$ cat src/rtl/vtc_pkg.sv
// Shared types and helpers for the variable-to-check LLR cell.
// Optional feature macro: VTC_SAT_EN (saturating LLR input path).
package vtc_pkg;

  typedef enum logic [1:0] {
    IDLE = 2'd0,
    LOAD = 2'd1,
    READ = 2'd2
  } state_t;

  // Ceiling log2, usable in constant expressions.
  function automatic int clog2(input int value);
    int r;
    r = 0;
    for (int v = value - 1; v > 0; v = v >> 1) r++;
    return r;
  endfunction

  // Circular address: (c + off) mod z, given both operands are already below z.
  // The sum carries one extra bit so that it cannot overflow before the compare.
  function automatic logic [31:0] mod_add(input logic [31:0] c,
                                          input logic [31:0] off,
                                          input logic [31:0] z);
    logic [32:0] s;
    s = {1'b0, c} + {1'b0, off};
    if (s >= {1'b0, z}) s = s - {1'b0, z};
    return s[31:0];
  endfunction

  // Clamp a signed value into the signed range of a dw-bit word.
  function automatic logic signed [31:0] sat_llr(input logic signed [31:0] x,
                                                 input int dw);
    logic signed [31:0] hi;
    logic signed [31:0] lo;
    hi = (32'sd1 <<< (dw - 1)) - 32'sd1;
    lo = -(32'sd1 <<< (dw - 1));
    if (x > hi) return hi;
    if (x < lo) return lo;
    return x;
  endfunction

endpackage

$ cat src/rtl/vtc_rd_agen.sv
// READ-phase address generator: walks c (inner, 0..Z-1) and e (outer edge
// index) and emits (c + offset[e]) mod Z with the rate-selected offset table.
module vtc_rd_agen
  import vtc_pkg::*;
#(
  parameter int A_WID     = 8,
  parameter int Z         = 64,
  parameter int NUM_EDGES = 4,
  parameter logic [NUM_EDGES*A_WID-1:0] OFFSETS_R0 = '0,
  parameter logic [NUM_EDGES*A_WID-1:0] OFFSETS_R1 = '0
) (
  input  logic             clk,
  input  logic             reset_n,
  input  logic             start_i,
  input  logic             rate_i,
  input  logic             active_i,
  input  logic             stall_i,
  input  logic             abort_i,
  output logic             rd_en_o,
  output logic [A_WID-1:0] rd_addr_o,
  output logic [3:0]       rd_edge_o,
  output logic             rd_last_o,
  output logic             final_o
);

  logic [A_WID-1:0] c_q, c_d;
  logic [3:0]       e_q, e_d;
  logic             rate_q, rate_d;
  logic             rd_en_d, rd_last_d;
  logic [A_WID-1:0] rd_addr_d;
  logic [3:0]       rd_edge_d;

  // Offset tables padded to 16 entries so the 4-bit edge counter indexes them directly.
  logic [A_WID-1:0] off_r0 [16];
  logic [A_WID-1:0] off_r1 [16];

  genvar gi;
  for (gi = 0; gi < 16; gi++) begin : g_off
    if (gi < NUM_EDGES) begin : g_used
      assign off_r0[gi] = OFFSETS_R0[gi*A_WID +: A_WID];
      assign off_r1[gi] = OFFSETS_R1[gi*A_WID +: A_WID];
      if ((OFFSETS_R0[gi*A_WID +: A_WID] >= Z) || (OFFSETS_R1[gi*A_WID +: A_WID] >= Z)) begin : g_bad
        $fatal(1, "vtc_rd_agen: every edge offset must be below Z");
      end
    end else begin : g_unused
      assign off_r0[gi] = '0;
      assign off_r1[gi] = '0;
    end
  end

  logic [A_WID-1:0] cur_off;
  logic             issue, c_last, e_last;

  assign cur_off = rate_q ? off_r1[e_q] : off_r0[e_q];
  assign issue   = active_i & ~stall_i;
  assign c_last  = (c_q == A_WID'(Z - 1));
  assign e_last  = (e_q == 4'(NUM_EDGES - 1));
  assign final_o = issue & c_last & e_last & ~abort_i;

  // Next-state: abort clears, start latches the rate, each unstalled cycle issues one read.
  always_comb begin
    c_d       = c_q;
    e_d       = e_q;
    rate_d    = rate_q;
    rd_en_d   = 1'b0;
    rd_last_d = 1'b0;
    rd_addr_d = rd_addr_o;
    rd_edge_d = rd_edge_o;
    if (abort_i) begin
      c_d       = '0;
      e_d       = '0;
      rate_d    = 1'b0;
      rd_addr_d = '0;
      rd_edge_d = '0;
    end else if (start_i) begin
      c_d    = '0;
      e_d    = '0;
      rate_d = rate_i;
    end else if (issue) begin
      rd_en_d   = 1'b1;
      rd_addr_d = A_WID'(mod_add(32'(c_q), 32'(cur_off), 32'(Z)));
      rd_edge_d = e_q;
      rd_last_d = c_last & e_last;
      if (c_last) begin
        c_d = '0;
        e_d = e_last ? 4'd0 : e_q + 4'd1;
      end else begin
        c_d = c_q + 1'b1;
      end
    end
  end

  // Counter and output registers.
  always_ff @(posedge clk or negedge reset_n) begin
    if (!reset_n) begin
      c_q       <= '0;
      e_q       <= '0;
      rate_q    <= 1'b0;
      rd_en_o   <= 1'b0;
      rd_addr_o <= '0;
      rd_edge_o <= '0;
      rd_last_o <= 1'b0;
    end else begin
      c_q       <= c_d;
      e_q       <= e_d;
      rate_q    <= rate_d;
      rd_en_o   <= rd_en_d;
      rd_addr_o <= rd_addr_d;
      rd_edge_o <= rd_edge_d;
      rd_last_o <= rd_last_d;
    end
  end

endmodule

$ cat src/rtl/vtc_cell_qc.sv
// Variable-to-check LLR cell for QC-LDPC: LOAD writes Z channel LLRs into the
// variable-node RAM, READ emits circularly shifted read addresses per edge.
// Optional feature macro: VTC_SAT_EN (llr_data is D_WID+2 bits signed and is
// saturated to the D_WID signed range before being written).
module vtc_cell_qc
  import vtc_pkg::*;
#(
  parameter int D_WID     = 8,
  parameter int A_WID     = 8,
  parameter int Z         = 64,
  parameter int NUM_EDGES = 4,
  parameter logic [NUM_EDGES*A_WID-1:0] OFFSETS_R0 = '0,
  parameter logic [NUM_EDGES*A_WID-1:0] OFFSETS_R1 = '0
) (
  input  logic             clk,
  input  logic             reset_n,
  input  logic             rate,
  input  logic             load_start,
  input  logic             read_start,
  input  logic             abort,
  input  logic             llr_valid,
  output logic             llr_ready,
`ifdef VTC_SAT_EN
  input  logic [D_WID+1:0] llr_data,
`else
  input  logic [D_WID-1:0] llr_data,
`endif
  output logic             ram_wr,
  output logic [A_WID-1:0] wr_addr,
  output logic [D_WID-1:0] ram_d,
  input  logic             rd_stall,
  output logic             rd_en,
  output logic [A_WID-1:0] rd_addr,
  output logic [3:0]       rd_edge,
  output logic             rd_last,
  output logic             busy,
  output logic             done
);

  localparam int Z_BITS = clog2(Z);

  if ((Z < 2) || (Z_BITS > A_WID)) begin : g_bad_z
    $fatal(1, "vtc_cell_qc: Z must satisfy 2 <= Z <= 2**A_WID");
  end
  if ((NUM_EDGES < 1) || (NUM_EDGES > 16)) begin : g_bad_edges
    $fatal(1, "vtc_cell_qc: NUM_EDGES must be within 1..16");
  end

  state_t           state_q, state_d;
  logic [A_WID-1:0] load_cnt_q, load_cnt_d;
  logic             ram_wr_d, done_d;
  logic [A_WID-1:0] wr_addr_d;
  logic [D_WID-1:0] ram_d_d;
  logic [D_WID-1:0] llr_word;
  logic             accept, rd_start, rd_final;

`ifdef VTC_SAT_EN
  assign llr_word = D_WID'(sat_llr(32'($signed(llr_data)), D_WID));
`else
  assign llr_word = llr_data;
`endif

  assign llr_ready = (state_q == LOAD);
  assign busy      = (state_q != IDLE);
  assign accept    = llr_valid & llr_ready;
  assign rd_start  = (state_q == IDLE) & read_start & ~load_start & ~abort;

  vtc_rd_agen #(
    .A_WID      (A_WID),
    .Z          (Z),
    .NUM_EDGES  (NUM_EDGES),
    .OFFSETS_R0 (OFFSETS_R0),
    .OFFSETS_R1 (OFFSETS_R1)
  ) u_agen (
    .clk       (clk),
    .reset_n   (reset_n),
    .start_i   (rd_start),
    .rate_i    (rate),
    .active_i  (state_q == READ),
    .stall_i   (rd_stall),
    .abort_i   (abort),
    .rd_en_o   (rd_en),
    .rd_addr_o (rd_addr),
    .rd_edge_o (rd_edge),
    .rd_last_o (rd_last),
    .final_o   (rd_final)
  );

  // FSM and load path next-state; abort overrides everything and suppresses done.
  always_comb begin
    state_d    = state_q;
    load_cnt_d = load_cnt_q;
    ram_wr_d   = 1'b0;
    wr_addr_d  = wr_addr;
    ram_d_d    = ram_d;
    done_d     = 1'b0;
    if (abort) begin
      state_d    = IDLE;
      load_cnt_d = '0;
      wr_addr_d  = '0;
      ram_d_d    = '0;
    end else begin
      // READ completion: done trails the registered rd_last by one cycle.
      done_d = rd_last;
      unique case (state_q)
        IDLE: begin
          if (load_start) begin
            state_d    = LOAD;
            load_cnt_d = '0;
          end else if (read_start) begin
            state_d = READ;
          end
        end
        LOAD: begin
          if (accept) begin
            ram_wr_d  = 1'b1;
            wr_addr_d = load_cnt_q;
            ram_d_d   = llr_word;
            if (load_cnt_q == A_WID'(Z - 1)) begin
              state_d    = IDLE;
              load_cnt_d = '0;
              done_d     = 1'b1;
            end else begin
              load_cnt_d = load_cnt_q + 1'b1;
            end
          end
        end
        READ: begin
          if (rd_final) state_d = IDLE;
        end
        default: state_d = IDLE;
      endcase
    end
  end

  // State and load-path registers.
  always_ff @(posedge clk or negedge reset_n) begin
    if (!reset_n) begin
      state_q    <= IDLE;
      load_cnt_q <= '0;
      ram_wr     <= 1'b0;
      wr_addr    <= '0;
      ram_d      <= '0;
      done       <= 1'b0;
    end else begin
      state_q    <= state_d;
      load_cnt_q <= load_cnt_d;
      ram_wr     <= ram_wr_d;
      wr_addr    <= wr_addr_d;
      ram_d      <= ram_d_d;
      done       <= done_d;
    end
  end

endmodule

$ cat config.mk
export PLATFORM = sky130hd
export DESIGN_NAME = vtc_cell_qc
export DESIGN_NICKNAME = d
export VERILOG_FILES = /design/src/rtl/vtc_pkg.sv /design/src/rtl/vtc_rd_agen.sv /design/src/rtl/vtc_cell_qc.sv
export SDC_FILE = /design/constraint.sdc
export NUM_CORES = 1
export LEC_CHECK = 0
export ABC_AREA = 0
export CORE_UTILIZATION = 40
export DETAILED_ROUTE_END_ITERATION = 8
export PLACE_DENSITY = 0.76
export SYNTH_ARGS = -nofsm -noshare
export SYNTH_HDL_FRONTEND = slang
export SYNTH_HIERARCHICAL = 1
export SYNTH_SLANG_ARGS = --single-unit
$ cat constraint.sdc
create_clock -name clk -period 1.9 [get_ports clk]
set_input_delay 0.475 -clock clk [delete_from_list [all_inputs] [get_ports clk]]
set_output_delay 0.475 -clock clk [all_outputs]
set_load 0.005 [all_outputs]
Yosys cells after proc, flatten, opt, wreduce, memory -nomap -nowiden
Memory sizes are Yosys's and may differ from the RTL's.
Cells that the tools add are included.
{"block": "totals", "register_bits": 54, "romBits": 128, "output_inout_bits": 34, "elab_cells": 106, "n_memories": 1}
{"block": "op_classes", "add_sub_neg": 5, "magnitude_cmp": 2, "n_eq_ne": 11, "mux": 49, "n_bitwise": 13, "n_reduce_logical": 13}
{"memory": "(no name shown)", "words": 16, "width": 8, "rd": 1, "rd_ports_with_merged_regs": 0, "wr": 0, "line_no": "vtc_rd_agen.sv:54", "source": "assign cur_off = rate_q ? off_r1[e_q] : off_r0[e_q];"}
{"op": "$mux 8", "n": 20}
{"op": "$mux 4", "n": 8}
{"op": "$add 8x1->8 const B", "n": 2}
{"op": "$eq 8x6->1 const B", "n": 2}
{"op": "$pmux 8 s2", "n": 1}
{"op": "$mux 1", "n": 13}
{"op": "$mux 2", "n": 6}
{"op": "$add 8x8->9", "n": 1}
{"op": "$and 1x1->1", "n": 9}
{"op": "$ge 9x7->1 const B", "n": 1}
{"op": "$reduce_bool 3->1", "n": 3}
{"op": "$reduce_bool 2->1", "n": 4}
{"op": "$sub 8x7->8 const B", "n": 1}
{"op": "$ne 3x2->1 const B", "n": 2}
{"op": "$ne 3x3->1 const B", "n": 2}
{"op": "$pmux 2 s3", "n": 1}
{"op": "$reduce_and 2->1", "n": 3}
{"op": "$ge 5x5->1 const B", "n": 1}
{"op": "$not 4->5", "n": 1}
{"op": "$add 4x1->4 const B", "n": 1}
{"op": "$eq 4x2->1 const B", "n": 1}
{"op": "$ne 4x4->1 const B", "n": 1}
{"op": "$reduce_and 4->1", "n": 1}
{"op": "$not 1->1", "n": 3}
{"op": "other kinds (5)", "n": 5}

Logic depth before layout (Yosys ltp)
Gate-level depths: netlist (run 1).
{"block": "logic_depth", "depth_word": 10, "mapped_depth": 9, "ltp_nobuf": 7}

By module
Netlist (run 1), hierarchy kept.
{"module": "vtc_cell_qc", "instances": 1, "cells_each": 107, "area_each_um2": 1214.9, "seq_area_each_um2": 700.7}
{"module": "vtc_rd_agen", "instances": 1, "cells_each": 103, "area_each_um2": 1139.8, "seq_area_each_um2": 650.6}

Least setup slack after synthesis (run 1)
Ideal clock, no wire load.
{"block": "synth_path", "kind": "input port to flip-flop", "from": "input port abort", "to": "register u_agen.rd_addr_o[0]", "setup_ps": 121, "arrival_ps": 1860, "required_ps": 1779, "path_slack_ps": -81, "path_stages": 7, "n_path_buf": 3, "path_cell_list": "buf_2 nor3_1 or2_2 clkbuf_1 nor2_1 clkbuf_1 a22o_1"}
{"block": "synth_between", "elab_chain_cells": 4, "word_cells_on_any_way": 6, "classes_between": "eq/ne: 1; mux: 1; bitwise: 2; reduce/logical: 2"}
{"element": "start: declaration", "line_no": "vtc_cell_qc.sv:20", "source": "input logic abort,"}
{"element": "$not 1->1", "line_no": "vtc_cell_qc.sv:66", "source": "assign rd_start = (state_q == IDLE) & read_start & ~load_start & ~abort;"}
{"element": "$and 1x1->1", "line_no": "vtc_cell_qc.sv:66"}
{"element": "net rd_start", "line_no": "vtc_cell_qc.sv:55", "source": "logic accept, rd_start, rd_final;"}
{"element": "$ne 2x2->1 (no line)"}
{"element": "$reduce_and 2->1 (no line)"}
{"element": "end signal: assignment", "line_no": "vtc_rd_agen.sv:108", "source": "rd_addr_o <= rd_addr_d;"}
{"element": "end: declaration", "line_no": "vtc_rd_agen.sv:20", "source": "output logic [A_WID-1:0] rd_addr_o,"}
The timed path passes the listed nets, and every way through them passes these cells.
A chain may end at the register's enable or synchronous reset.

Worst setup path in the final report (run 1)
{"block": "layout_path", "from": "register state_q[0]", "to": "register u_agen.e_q[3]"}
{"block": "layout_between", "elab_chain_cells": 6, "word_cells_on_any_way": 11, "classes_between": "eq/ne: 1; mux: 2; bitwise: 4; reduce/logical: 4"}
{"element": "start: declaration", "line_no": "vtc_cell_qc.sv:49", "source": "state_t state_q, state_d;"}
{"element": "start signal: assignment", "line_no": "vtc_cell_qc.sv:146", "source": "state_q <= state_d;"}
{"element": "$logic_not 2->1", "line_no": "vtc_cell_qc.sv:66"}
{"element": "$and 1x1->1 (3 in series)", "line_no": "vtc_cell_qc.sv:66"}
{"element": "$reduce_bool 3->1 (no line) or $mux 4 (tied branches)"}
{"element": "$reduce_and 2->1 (no line) or $mux 4 (tied branches)"}
{"element": "end signal: assignment", "line_no": "vtc_rd_agen.sv:97", "source": "e_q <= '0;"}
{"element": "end signal: assignment", "line_no": "vtc_rd_agen.sv:105", "source": "e_q <= e_d;"}
{"element": "end: declaration", "line_no": "vtc_rd_agen.sv:27", "source": "logic [3:0] e_q, e_d;"}
Several ways; a longest one is shown, not always the timed one.

==> impl_metrics.json, run 1 <==
{
  "slowest_stage": "or4_4",
  "place_area_um2": 3126,
  "worst_slew_pin_slew_ns": 0.6510,
  "period_minus_slack_ns": 1.909,
  "hpwl_um": 3954,
  "rows": 27,
  "leakage_nw": 1.560,
  "drtIter0Drc": 113,
  "routed_wl_um": 5705,
  "cts_buffer_depth": 2,
  "die_y_um": 78.73,
  "path_delay_family": "simple AND/OR/NAND/NOR gates",
  "setup.worst_path.start_class": "flip-flop",
  "num_antenna_cells": 0,
  "nNetsFinal": 311,
  "port_buffers": 48,
  "yosysSeqAreaShare": 0.5739,
  "ys_ff_latch": 54,
  "slew_headroom": 0.5655,
  "synthCells": 210,
  "fin_cells": 365,
  "maxCapViolCount": 0,
  "r2r-end": "u_agen/e_q[3]",
  "via_per_inst": 5.367,
  "crit_path_end": "u_agen/e_q[3]",
  "fin_skew_ns": 0.004359,
  "critPathLaunch": "state_q[0]",
  "core_area_um2": 5574,
  "total_power_w": 0.002149,
  "drive_above_1_share": 0.2321,
  "cpPeakStageDelay_ns": 0.55,
  "post-synth-top-count-cell": "dfrtp_1",
  "async_flop_share": 1.000,
  "start_util": 0.4224,
  "reg2reg_slack_ns": -0.009,
  "synthTopCellsByArea": "dfrtp_1 57%, a22o_1 10%, nor2_1 3.2%",
  "cts_tree": "done",
  "clk_latency_ns": 0.31,
  "post_drt_wl_per_cell_um": 15.63,
  "synth_top_cell_area_share": 0.5739,
  "hold_class": "in -> async",
  "fin_util": 0.6011,
  "synth_edf_count": 0,
  "dpl.cell_count": 351,
  "fin_crit_sh": 1.005,
  "gp_congestion": 0.8692,
  "grt_usage": 0.1967,
  "rsz0062_at_grt": "true",
  "postSynthAreaPerCell_um2": 11.21,
  "setup_violations": 1,
  "cts_sinks": 54,
  "fp.dieW_um": 78.73,
  "p_per_area_nw_per_um2": 641.5,
  "crit_cells": 6,
  "ctsHoldBuffers": 0,
  "cts_htree_levels": 2,
  "grt_pass1_wl_um": 9404,
  "worstSetupEndpointType": "flip-flop",
  "yosysTopAreaCell": "dfrtp_1",
  "crit_required_ns": 2.14,
  "ys.flop_type": "dfrtp_1",
  "synth_common_cells": "54 x dfrtp_1, 27 x a22o_1, 20 x nor2_1",
  "fmax_ghz": 0.5238,
  "worst_r2r_startpoint": "state_q[0]",
  "postRouteAntennaNets": 0,
  "worstSetupPathType": "reg -> reg",
  "pin_count": 50,
  "ys_warn_count": 6,
  "drc": 0,
  "syn_nets": 229,
  "worst_slack_ns": -0.009057,
  "area_growth_pct": 42.30,
  "worstPathArrival_ns": 2.15,
  "cts_inserted_buffers": 5,
  "finalMaxSlewViolations": 0,
  "cts-root-buf": "clkbuf_8",
  "max-vdd-ir-drop_mv": 0.3087,
  "fin_area_um2": 3351,
  "failed_checks": "negative setup slack",
  "status": "complete, but fails checks",
  "grt-ovfl-total": 0,
  "crit_chain": "buf_6, and2b_1, nand2b_1, or4_4, or3_1, a21oi_2",
  "finalHoldViolCount": 0,
  "path_max_fanout": 4,
  "dpl_worst_slack_ns": -0.4742,
  "routed-via-count": 1959,
  "die_area_um2": 6198,
  "first_global_vias": 1986,
  "antenna_found_initial": 0,
  "r2r_cells": 6,
  "clk_pin_slew_worst_paths_ns": 0.09,
  "first_pass_iters": 4,
  "grt_max_degree": 27,
  "synth_area_um2": 2355,
  "critPathBufInv": 1,
  "yosysUniqueCellTypes": 43
}
-- per-layer routing --
metal  routed length, um  track usage  up-vias  share of wire
li1                    -            -      941              -
met1                2653       0.2621      965           0.47
met2                2725       0.3348       44           0.48
met3                 248      0.02414        9          0.043
met4                  78      0.06111        0          0.014
met5                   0            0        -              0
-- state kept, by name, indices dropped and copies added, names as in the netlist, 2 cells and up --
register,flops
state_q,2
u_agen/rd_edge_o,4
load_cnt_q,8
u_agen/c_q,8
wr_addr,8
u_agen/e_q,4
ram_d,8
u_agen/rd_addr_o,8
-- worst min-delay path by stage --
stage	endpoint	slack, ns	depth (start not counted)
after global routing	ram_d[0]	0.1	1
after global placement	wr_addr[6]	0.41	1
final	ram_d[0]	0.09	1
after floorplan	done	0.18	0
after CTS	ram_wr	0.09	1
after detailed placement	ram_d[1]	0.43	1
-- through the flow --
step	hold slack (ns)	TNS (ns)
global route	0.09709	-0.2434
CTS	0.09163	-0.004915
detailed placement	0.4270	-12.05
global placement	0.4095	-10.45
finish	0.08539	-0.009057
floorplan	0.1794	0
-- what timing repair did --
action                                  CTS  global route
buffers inserted                          2             4
endpoints found under the hold margin     0             0
resized for setup                         3            15
endpoints found under the setup margin   18            15
pin swaps                                 0             8
-- placed cells by master, fill, tap and decap left out, types with 4 or more instances in the layout --
| cell type | n |
|---|---|
| clkbuf_8 | 8 |
| clkdlybuf4s50_1 | 43 |
| mux2i_1 | 4 |
| dfrtp_1 | 53 |
| a22o_1 | 27 |
| nor2_1 | 17 |
| nand2_1 | 16 |
| nand3_1 | 9 |
| buf_4 | 36 |
| o21ai_0 | 8 |
-- report_power, final --
part | switching [W] | internal, W
sequential | 0.0000106 | 0.00116
clock | 0.000361 | 0.000368
combinational | 0.000120 | 0.000127
total | 0.000491 | 0.00166
-- area by class of cell --
class	count	area, um^2
fill	470	2223
multi-input combinational	141	975.9
timing repair buffer	88	814.5
inverter	2	7.507
sequential	54	1353
tap	72	90.09
clock buffer	8	110.1
-- cell families (layout without fill, tap and decap cells) --
family	count (synthesis)	in the layout	synth area share
DFF	54	54	0.5739
AOI/OAI and AO/OA	59	59	0.1934
adders and majority gates	3	3	0.01594
muxes	4	4	0.01700
and+or+nand+nor	72	72	0.1546
xor gates and xnor gates	3	3	0.01116
buffers and inverters	15	98	0.03400
-- worst reg2reg max path, cell delays in order (launching register included) --
cell and delay (ns):
dfrtp_2 0.42, buf_6 0.13, and2b_1 0.21, nand2b_1 0.08
or4_4 0.55, or3_1 0.34, a21oi_2 0.12
Power figures use the tool's default switching activity.
==> run 2: changes to the inputs <==
--- a/config.mk
+++ b/config.mk
@@ -6,6 +6,7 @@
 export NUM_CORES = 1
 export LEC_CHECK = 0
 export ABC_AREA = 0
+export CORE_ASPECT_RATIO = 0.75
 export CORE_UTILIZATION = 40
 export DETAILED_ROUTE_END_ITERATION = 8
 export PLACE_DENSITY = 0.76
==> impl_metrics.json, run 2 (synthesis results as in run 1) <==
{
  "postRouteAntennaNets": 0,
  "leakage_nw": 1.493,
  "multi_input_area_um2": 968.4,
  "p_per_area_nw_per_um2": 618.4,
  "setup_violations": 0,
  "drc": 0,
  "maxCapViolCount": 0,
  "area_growth_pct": 39.16,
  "fill_cells": 456,
  "worstPathArrival_ns": 2.11,
  "crit_chain": "buf_6, and2b_1, nand2b_1, or4_4, or3_4, a21oi_2",
  "fmax_ghz": 0.5352,
  "rsz0062_at_grt": "true",
  "port_buffers": 48,
  "period_minus_slack_ns": 1.869,
  "post_drt_wl_per_cell_um": 14.73,
  "fin_skew_ns": 0.007258,
  "worst_r2r_startpoint": "state_q[0]",
  "cts-root-buf": "clkbuf_8",
  "setup.worst_path.start_class": "flip-flop",
  "register_area_um2": 1353,
  "rows": 23,
  "fp.dieW_um": 90.60,
  "total_power_w": 0.002027,
  "slew_headroom": 0.5441,
  "via_per_inst": 5.273,
  "first_pass_iters": 4,
  "worst_slew_pin_slew_ns": 0.6831,
  "max-vdd-ir-drop_mv": 0.3416,
  "pin_count": 50,
  "final_common_cell": "dfrtp_1",
  "status": "completed",
  "gp_congestion": 0.8317,
  "final.setup.tns_ns": 0,
  "worstSetupPathType": "reg -> reg",
  "die_y_um": 68.45,
  "nNetsFinal": 307,
  "slowest_stage": "or4_4",
  "num_antenna_cells": 0,
  "first_global_vias": 1889,
  "reg2reg_slack_ns": 0.03,
  "cts_inserted_buffers": 5,
  "start_util": 0.4284,
  "r2r_cells": 6,
  "mostFrequentLayoutCells": "53 x dfrtp_1, 45 x clkdlybuf4s50_1, 33 x buf_4",
  "routed-via-count": 1914,
  "die_area_um2": 6201,
  "drtIter0Drc": 136,
  "clk_pin_slew_worst_paths_ns": 0.10,
  "clk_latency_ns": 0.31,
  "path_max_fanout": 6,
  "worstSetupEndpointType": "flip-flop",
  "fin_crit_sh": 0.9835,
  "finalMaxSlewViolations": 0,
  "grt_usage": 0.1885,
  "critPathLaunch": "state_q[0]",
  "drive_above_1_share": 0.2049,
  "cts_htree_levels": 2,
  "crit_path_end": "u_agen/e_q[3]",
  "antenna_found_initial": 0,
  "hpwl_um": 3875,
  "finalHoldViolCount": 0,
  "cpPeakStageDelay_ns": 0.45,
  "r2r-end": "u_agen/e_q[3]",
  "crit_required_ns": 2.14,
  "cts_sinks": 54,
  "routed_wl_um": 5347,
  "grt-ovfl-total": 0,
  "cts_buffer_depth": 2,
  "grt_max_degree": 37,
  "grt_pass1_wl_um": 9135,
  "cts_tree": "done",
  "hold_class": "in -> async",
  "core_area_um2": 5497
}
run 2: changes by cell type in the layout (fill, tap and decap cells not counted), moves of 2 or more:
cell	delta
buf_4	-3
clkbuf_8	-3
dlymetal6s2s_1	-3
a21oi_1	+2
a21oi_2	-2
clkdlybuf4s50_1	+2
nor2_1	+2
nor2_2	-2
or4_1	+2
or4_4	-2
run 2: worst min-delay path by stage:
stage / startpoint / end / cells past startpoint
after global routing: reset_n / u_agen/rd_addr_o[6] / 1
after global placement: reset_n / load_cnt_q[0] / 1
after detailed placement: reset_n / load_cnt_q[0] / 1
final: reset_n / state_q[1] / 1
after CTS: reset_n / state_q[1] / 1
after floorplan: reset_n / done / 0
run 2: critical path: cells and delay by family (launching register included):
kind	cells	cell delay [ns]
and+or+nand+nor	4	1.10
DFF	1	0.44
buffers and inverters	1	0.14
AOI/OAI and AO/OA	1	0.12
run 2: cell type report:
class                   instances  area share
inverters                       2    0.002291
flip-flops and latches         54      0.4128
well taps                      75     0.02864
repair buffers                 84      0.2356
clock inverters                 2    0.004200
clock buffers                   5     0.02100
multi-input cells             141      0.2955
run 2: layer usage:
layer | vias up | routed length [um] | track usage
li1 | 926 | - | -
met1 | 942 | 2773 | 0.2741
met2 | 42 | 2312 | 0.2926
met3 | 4 | 227 | 0.03333
met4 | 0 | 34 | 0.04839
met5 | - | 0 | 0
run 2: timing repair:
action / in CTS / in global routing
pin swaps: 0 / 4
hold buffers: 0 / 0
setup endpoints to repair: 20 / 7
setup buffers: 4 / 0
resized for setup: 6 / 5
run 2: power by group:
part           leakage, nW  internal (W)  switching [W]
logic                0.699      0.000116       0.000110
registers            0.749       0.00116      0.0000115
clock network       0.0444      0.000256       0.000371
total                 1.49       0.00153       0.000493
run 2: metrics by stage:
step / worst slack, ns / hold WS, ns / utilization / instance area, um^2 / cells
6_report: 0.03140 / 0.1077 / 0.5962 / 3277 / 363
5_1_grt: -0.02427 / 0.1347 / 0.5962 / 3277 / 363
4_1_cts: 0.0002132 / 0.1138 / 0.5916 / 3252 / 363
3_5_place_dp: -0.4214 / 0.4524 / 0.5689 / 3127 / 352
3_3_place_gp: -0.3330 / 0.4490 / 0.5689 / 3127 / 352
2_1_floorplan: 0.008798 / 0.1794 / - / 2360 / 210
